`src/rtl/adder_arbiter_if.sv`:
```
// Request/grant/result bundle between three requesters and the shared-adder arbiter.
// master = requester side, slave = arbiter side.
interface adder_arbiter_if #(
  parameter int WIDTH = 20,
  parameter int CNT_W = 16
);
  logic [2:0]       req;
  logic [WIDTH-1:0] a0, b0;
  logic [WIDTH-1:0] a1, b1;
  logic [WIDTH-1:0] a2, b2;
  logic [2:0]       gnt;
  logic [2:0]       done;
  logic [WIDTH-1:0] sum;
  logic             busy;
  logic [CNT_W-1:0] ops_cnt;

  modport master (
    output req, a0, b0, a1, b1, a2, b2,
    input  gnt, done, sum, busy, ops_cnt
  );

  modport slave (
    input  req, a0, b0, a1, b1, a2, b2,
    output gnt, done, sum, busy, ops_cnt
  );
endinterface

```
`src/rtl/adder_arbiter.sv`:
```
// Round-robin arbiter sharing one 20-bit ripple adder among three requesters.
// Operands and result are registered so the ripple path sits between two flops.

module Full_Adder20 (
  input  logic [19:0] a,
  input  logic [19:0] b,
  output logic [19:0] s
);
  logic [19:0] c;

  assign c[0] = 1'b0;

  // The carry out of bit 19 is never formed: the shared result is modulo 2^20.
  for (genvar i = 0; i < 20; i++) begin : g_bit
    assign s[i] = a[i] ^ b[i] ^ c[i];
    if (i < 19) begin : g_carry
      assign c[i+1] = (a[i] & b[i]) | (c[i] & (a[i] ^ b[i]));
    end
  end
endmodule

module adder_arbiter #(
  parameter int WIDTH = 20,
  parameter int CNT_W = 16
) (
  input logic            clk,
  input logic            rst_n,
  adder_arbiter_if.slave bus
);
  typedef enum logic [1:0] {IDLE, EXEC, RESP} state_t;

  state_t           state;
  logic [1:0]       last;
  logic [1:0]       cand1, cand2, winner;
  logic [WIDTH-1:0] op_a, op_b;
  logic [WIDTH-1:0] win_a, win_b;
  logic [WIDTH-1:0] add_s;
  logic [2:0]       gnt_q, done_q;
  logic [WIDTH-1:0] sum_q;
  logic [CNT_W-1:0] ops_cnt_q;

  function automatic logic [1:0] next_idx(input logic [1:0] i);
    return (i == 2'd2) ? 2'd0 : i + 2'd1;
  endfunction

  // NOTE: every always_comb output gets a default first so no path leaves it unassigned (no latch).
  always_comb begin
    cand1  = next_idx(last);
    cand2  = next_idx(cand1);
    winner = last;
    if (bus.req[cand1])      winner = cand1;
    else if (bus.req[cand2]) winner = cand2;
  end

  always_comb begin
    win_a = bus.a2;
    win_b = bus.b2;
    case (winner)
      2'd0:    begin win_a = bus.a0; win_b = bus.b0; end
      2'd1:    begin win_a = bus.a1; win_b = bus.b1; end
      default: begin win_a = bus.a2; win_b = bus.b2; end
    endcase
  end

  Full_Adder20 u_adder (
    .a (op_a),
    .b (op_b),
    .s (add_s)
  );

  // NOTE: sequential state uses non-blocking assignments so all flops update from pre-edge values.
  always_ff @(posedge clk or negedge rst_n) begin
    if (!rst_n) begin
      state     <= IDLE;
      last      <= 2'd2;
      gnt_q     <= '0;
      done_q    <= '0;
      sum_q     <= '0;
      op_a      <= '0;
      op_b      <= '0;
      ops_cnt_q <= '0;
    end else begin
      case (state)
        IDLE: begin
          done_q <= '0;
          if (|bus.req) begin
            gnt_q <= 3'b001 << winner;
            op_a  <= win_a;
            op_b  <= win_b;
            last  <= winner;
            state <= EXEC;
          end
        end
        EXEC: begin
          sum_q  <= add_s;
          done_q <= gnt_q;
          state  <= RESP;
        end
        RESP: begin
          done_q    <= '0;
          gnt_q     <= '0;
          ops_cnt_q <= ops_cnt_q + 1'b1;
          state     <= IDLE;
        end
        default: state <= IDLE;
      endcase
    end
  end

  assign bus.gnt     = gnt_q;
  assign bus.done    = done_q;
  assign bus.sum     = sum_q;
  assign bus.busy    = (state != IDLE);
  assign bus.ops_cnt = ops_cnt_q;
endmodule

```
`src/flat_wrapper.sv`:
```
// flat-port wrapper written by rule: the top's interface ports become plain ports
module adder_arbiter_flat 
#(
  parameter int WIDTH = 20,
  parameter int CNT_W = 16
)
  (clk, rst_n, bus_req, bus_a0, bus_b0, bus_a1, bus_b1, bus_a2, bus_b2, bus_gnt, bus_done, bus_sum, bus_busy, bus_ops_cnt);
  adder_arbiter_if #(.WIDTH(WIDTH), .CNT_W(CNT_W)) bus_i ();
  input logic clk;
  input logic rst_n;
  input wire logic [$bits(bus_i.req)-1:0] bus_req;
  input wire logic [$bits(bus_i.a0)-1:0] bus_a0;
  input wire logic [$bits(bus_i.b0)-1:0] bus_b0;
  input wire logic [$bits(bus_i.a1)-1:0] bus_a1;
  input wire logic [$bits(bus_i.b1)-1:0] bus_b1;
  input wire logic [$bits(bus_i.a2)-1:0] bus_a2;
  input wire logic [$bits(bus_i.b2)-1:0] bus_b2;
  output wire logic [$bits(bus_i.gnt)-1:0] bus_gnt;
  output wire logic [$bits(bus_i.done)-1:0] bus_done;
  output wire logic [$bits(bus_i.sum)-1:0] bus_sum;
  output wire logic [$bits(bus_i.busy)-1:0] bus_busy;
  output wire logic [$bits(bus_i.ops_cnt)-1:0] bus_ops_cnt;
  assign bus_i.req = bus_req;
  assign bus_i.a0 = bus_a0;
  assign bus_i.b0 = bus_b0;
  assign bus_i.a1 = bus_a1;
  assign bus_i.b1 = bus_b1;
  assign bus_i.a2 = bus_a2;
  assign bus_i.b2 = bus_b2;
  assign bus_gnt = bus_i.gnt;
  assign bus_done = bus_i.done;
  assign bus_sum = bus_i.sum;
  assign bus_busy = bus_i.busy;
  assign bus_ops_cnt = bus_i.ops_cnt;
  adder_arbiter #(.WIDTH(WIDTH), .CNT_W(CNT_W)) u_core (.clk(clk), .rst_n(rst_n), .bus(bus_i));
endmodule
```
`config.mk`:
```
export PLATFORM = sky130hd
export DESIGN_NAME = adder_arbiter_flat
export DESIGN_NICKNAME = d
export VERILOG_FILES = /design/src/rtl/adder_arbiter_if.sv /design/src/rtl/adder_arbiter.sv /design/src/flat_wrapper.sv
export SDC_FILE = /design/constraint.sdc
export NUM_CORES = 1
export LEC_CHECK = 0
export ABC_AREA = 1
export CORE_ASPECT_RATIO = 1.75
export CORE_MARGIN = 10
export CORE_UTILIZATION = 35
export CTS_CLUSTER_DIAMETER = 100
export DETAILED_ROUTE_END_ITERATION = 10
export MAX_ROUTING_LAYER = met4
export PLACE_DENSITY = 0.66
export REMOVE_ABC_BUFFERS = 1
export SYNTH_ARGS = -nofsm -noshare
export SYNTH_HDL_FRONTEND = slang
export SYNTH_SLANG_ARGS = --single-unit
export TNS_END_PERCENT = 30
```
`constraint.sdc`:
```
create_clock -name clk -period 7.5 [get_ports clk]
set_input_delay 1.5 -clock clk [delete_from_list [all_inputs] [get_ports clk]]
set_output_delay 1.5 -clock clk [all_outputs]
set_load 0.02 [all_outputs]
```
==> results.sh <==
export IMPL_p_clk_share_pct=16.1
export IMPL_grt_overflow=0
export IMPL_synth_edf_count=0
export IMPL_endpoint_kind="register"
export IMPL_hpwl_um=11700
export IMPL_yosysSeqAreaShare_pct=41.9
export IMPL_antenna_left=0
export IMPL_startpoint="u_core.op_b[0]"
export IMPL_critical_path_cell_chain="ha_1, fa_2, fa_2, fa_2, fa_2, fa_2, fa_2, fa_2, fa_2, fa_2, fa_2, fa_2, fa_2, fa_2, fa_2, fa_1, inv_1, fa_1, inv_1, fa_2, fa_2, xor2_1, o21ai_0"
export IMPL_sw_frac_of_total_pct=44.2
export IMPL_yosys_most_used_dff="dfrtp_1"
export IMPL_rsz0062_at_grt="false"
export IMPL_p_per_area_mw_per_mm2=410
export IMPL_p_sw_mw=1.32
export IMPL_critPathTopFamily="adder cells"
export IMPL_syn_mean_instance_area_um2=7.79
export IMPL_grt_pass1_wl_um=25500
export IMPL_timing_final_ws_setup_ns=0.220
export IMPL_highest_layer="met4"
export IMPL_setup_worst_path_start_class="register"
export IMPL_synth_top_area_share_pct=41.4
export IMPL_row_count=58
export IMPL_outcome="finished clean"
export IMPL_avgRoutedWirePerCell_um=15.8
export IMPL_place_ws_ns=-0.576
export IMPL_vias=4647
export IMPL_vias_per_cell=4.67
export IMPL_synth_cells=660
export IMPL_cts_tree="yes"
export IMPL_first_global_vias=4764
export IMPL_power_frac_seq_pct=27.9
export IMPL_power_total_mw=2.99
export IMPL_die_w_um=112
export IMPL_synth_largest_area_cell="dfrtp_1"
export IMPL_finalWeightedCongestion=0.793
export IMPL_maxCapViolCount=0
export IMPL_synth_cell_types=34
export IMPL_cts_htree_levels=3
export IMPL_ys_top_cells_by_area="dfrtp_1 (41%), nand3_1 (15%), nand2_1 (13%)"
export IMPL_max_vdd_ir_drop_mv=0.155
export IMPL_area_growth_pct=41.7
export IMPL_coreArea_mm2=0.0144
export IMPL_combPwrFrac_pct=56.0
export IMPL_grt_max_degree=72
export IMPL_place_port_buffers=167
export IMPL_wl_met2_um=8530
export IMPL_fillCellCount=1396
export IMPL_final_area_mm2=0.00729
export IMPL_finalCritPeriodShare_pct=97.1
export IMPL_diodes=0
export IMPL_routed_wl_um=15700
export IMPL_min_from="u_core.bus.sum[14]"
export IMPL_async_flop_share_pct=100
export IMPL_netlist_area_mm2=0.00514
export IMPL_reg2reg_from="u_core.op_b[0]"
export IMPL_p_int_mw=1.67
export IMPL_cp_arrival_ns=7.52
export IMPL_period_needed_ns=7.28
export IMPL_drt_pre_antenna_iters=6
export IMPL_ys_ff_latch=86
export IMPL_worst_setup_path_type="register to register"
export IMPL_final_layout_size_suffix_gt1_share_pct=11.0
export IMPL_crit_required_ns=7.74
export IMPL_wl_met1_um=6110
export IMPL_cp_slowest_cell="dfrtp_1"
export IMPL_numCtsBuffers=9
export IMPL_cts_path_max_buffers=2
export IMPL_fmax_mhz=137
export IMPL_ys_warn_count=0
export IMPL_insertion_delay_ns=0.33
export IMPL_drt_iter0_markers=169
export IMPL_slew_violations=0
export IMPL_max_stage_delay_ns=0.39
export IMPL_cts_hold_buf=0
export IMPL_cts_num_sinks=86
export IMPL_worstPathMaxFanout=2
export IMPL_post_cts_setup_buffer_count=0
export IMPL_hold_violations=0
export IMPL_clockRootBuffer="clkbuf_16"
export IMPL_die_area_mm2=0.0201
export IMPL_wl_met3_um=900
export IMPL_cp_common_cell="fa_2"
export IMPL_path_buf_inv=2
export IMPL_tightest_slew_ns=1.06
export IMPL_ios=168
export IMPL_max_slew_margin_pct=29.4
export IMPL_grt_antenna_before_repair=0
export IMPL_drc_errors=0
export IMPL_clkTransAtPathRegs_ns=0.06
export IMPL_track_usage_pct=16.1
export IMPL_skew_ns=0.00649
export IMPL_hold_path_class="register to register"
export IMPL_dpl_cell_area_mm2=0.00692
export IMPL_initial_utilization_pct=35.8
export IMPL_dieHeight_um=180
export IMPL_leakagePower_nw=3.50
export IMPL_nets=956
export IMPL_setup_violations=0
synth_stat cells, types with 2 or more instances:
| master | n |
|---|---|
| clkinv_1 | 8 |
| buf_4 | 2 |
| inv_1 | 90 |
| fa_1 | 18 |
| nand2_1 | 184 |
| nor2_4 | 2 |
| o21ai_0 | 7 |
| nor2_1 | 7 |
| clkbuf_1 | 6 |
| xnor2_1 | 5 |
| inv_2 | 3 |
| nor2_2 | 3 |
| nand3_1 | 149 |
| buf_2 | 22 |
| nand4_1 | 3 |
| ha_1 | 2 |
| or2_2 | 32 |
| o22ai_1 | 3 |
| nand2_2 | 5 |
| xor2_1 | 11 |
| dfrtp_1 | 85 |
cells by family (layout without fill, tap and decap cells):
kind of cell    Yosys count  after routing  share of synthesized area [%]
simple gates            392            392                           35.6
buf+inv                 132            287                           10.5
fa+ha+maj                20             20                           7.50
compound gates           14             14                           1.80
flops                    86             86                           41.9
xor+xnor                 16             16                           2.73
per-stage QoR:
stage / setup TNS, ns / instances / utilization [%] / hold slack [ns]
final: 0 / 995 / 50.7 / 0.472
after global routing: 0 / 995 / 50.7 / 0.510
after CTS: 0 / 995 / 50.7 / 0.476
after detailed placement: -1.06 / 980 / 48.2 / 0.457
after global placement: -0.703 / 980 / 48.2 / 0.456
after floorplan: -0.0969 / 629 / - / 0.513
timing repair:
item	CTS	global route
gates cloned	0	0
pin swaps	1	1
endpoints found under the setup margin	3	2
resized for setup	13	3
sequential cells by signal, indices dropped and copies added (netlist names):
name,flops
u_core.last,2
u_core.bus.ops_cnt,16
u_core.op_b,20
u_core.bus.done,3
u_core.bus.gnt,3
u_core.op_a,20
u_core.bus.sum,20
u_core.state,2
power by group through the flow:
| stage | sequential [mW] | combinational [mW] | clock (mW) |
|---|---|---|---|
| after floorplan | 0.891 | 0.999 | 0 |
| after global placement | 0.826 | 1.64 | 0 |
| after detailed placement | 0.835 | 1.68 | 0 |
| after CTS | 0.834 | 1.71 | 0.494 |
| after global routing | 0.863 | 1.92 | 0.516 |
| final | 0.833 | 1.67 | 0.481 |
cell type report:
class                           count  area (um2)  share of cell area, %
Sequential cell                    86        2150                   29.6
Clock buffer                       11         253                   3.47
Multi-Input combinational cell    442        2510                   34.4
Clock inverter                      4        70.1                  0.962
Inverter                          101         379                   5.20
Tap cell                          180         225                   3.09
Timing Repair Buffer              171        1700                   23.3
path summary, 6_finish.rpt:
kind | end | slack (ns) | cells after the start
max in group asynchronous | u_core.bus.ops_cnt[15] | 5.36 | 2
worst min register to register | u_core.bus.sum[14] | 0.47 | 2
worst max-delay path | u_core.bus.sum[19] | 0.22 | 23
min in group asynchronous | u_core.op_a[12] | 1.14 | 1
worst max register to register | u_core.bus.sum[19] | 0.22 | 23
worst min-delay path | u_core.bus.sum[14] | 0.47 | 2
routing by layer:
metal,track usage [%],vias up
li1,-,2346
met1,17.9,2169
met2,27.9,124
met3,3.47,8
met4,4.90,0
met5,-,-
worst reg2reg max path, cell delays in order, from the launching register on:
cell	delay [ns]
dfrtp_1	0.39
ha_1	0.22
fa_2	0.35
fa_2	0.35
fa_2	0.35
fa_2	0.34
fa_2	0.34
fa_2	0.35
fa_2	0.35
fa_2	0.35
fa_2	0.35
fa_2	0.37
fa_2	0.36
fa_2	0.36
fa_2	0.37
fa_2	0.36
fa_1	0.38
inv_1	0.08
fa_1	0.16
inv_1	0.05
fa_2	0.34
fa_2	0.34
xor2_1	0.16
o21ai_0	0.14
cells in the final DEF, fill, tap and decap left out, drive strengths merged, types with 5 or more instances in the layout:
cell type      instances
nand2                190
clkdlybuf4s50        166
nand3                150
inv                   93
dfrtp                 85
or2                   33
fa                    18
nor2                  13
xor2                  11
clkbuf                11
clkinv                10
o21ai                 10
xnor2                  5
buf                    5
(Power assumes the default switching activity.)
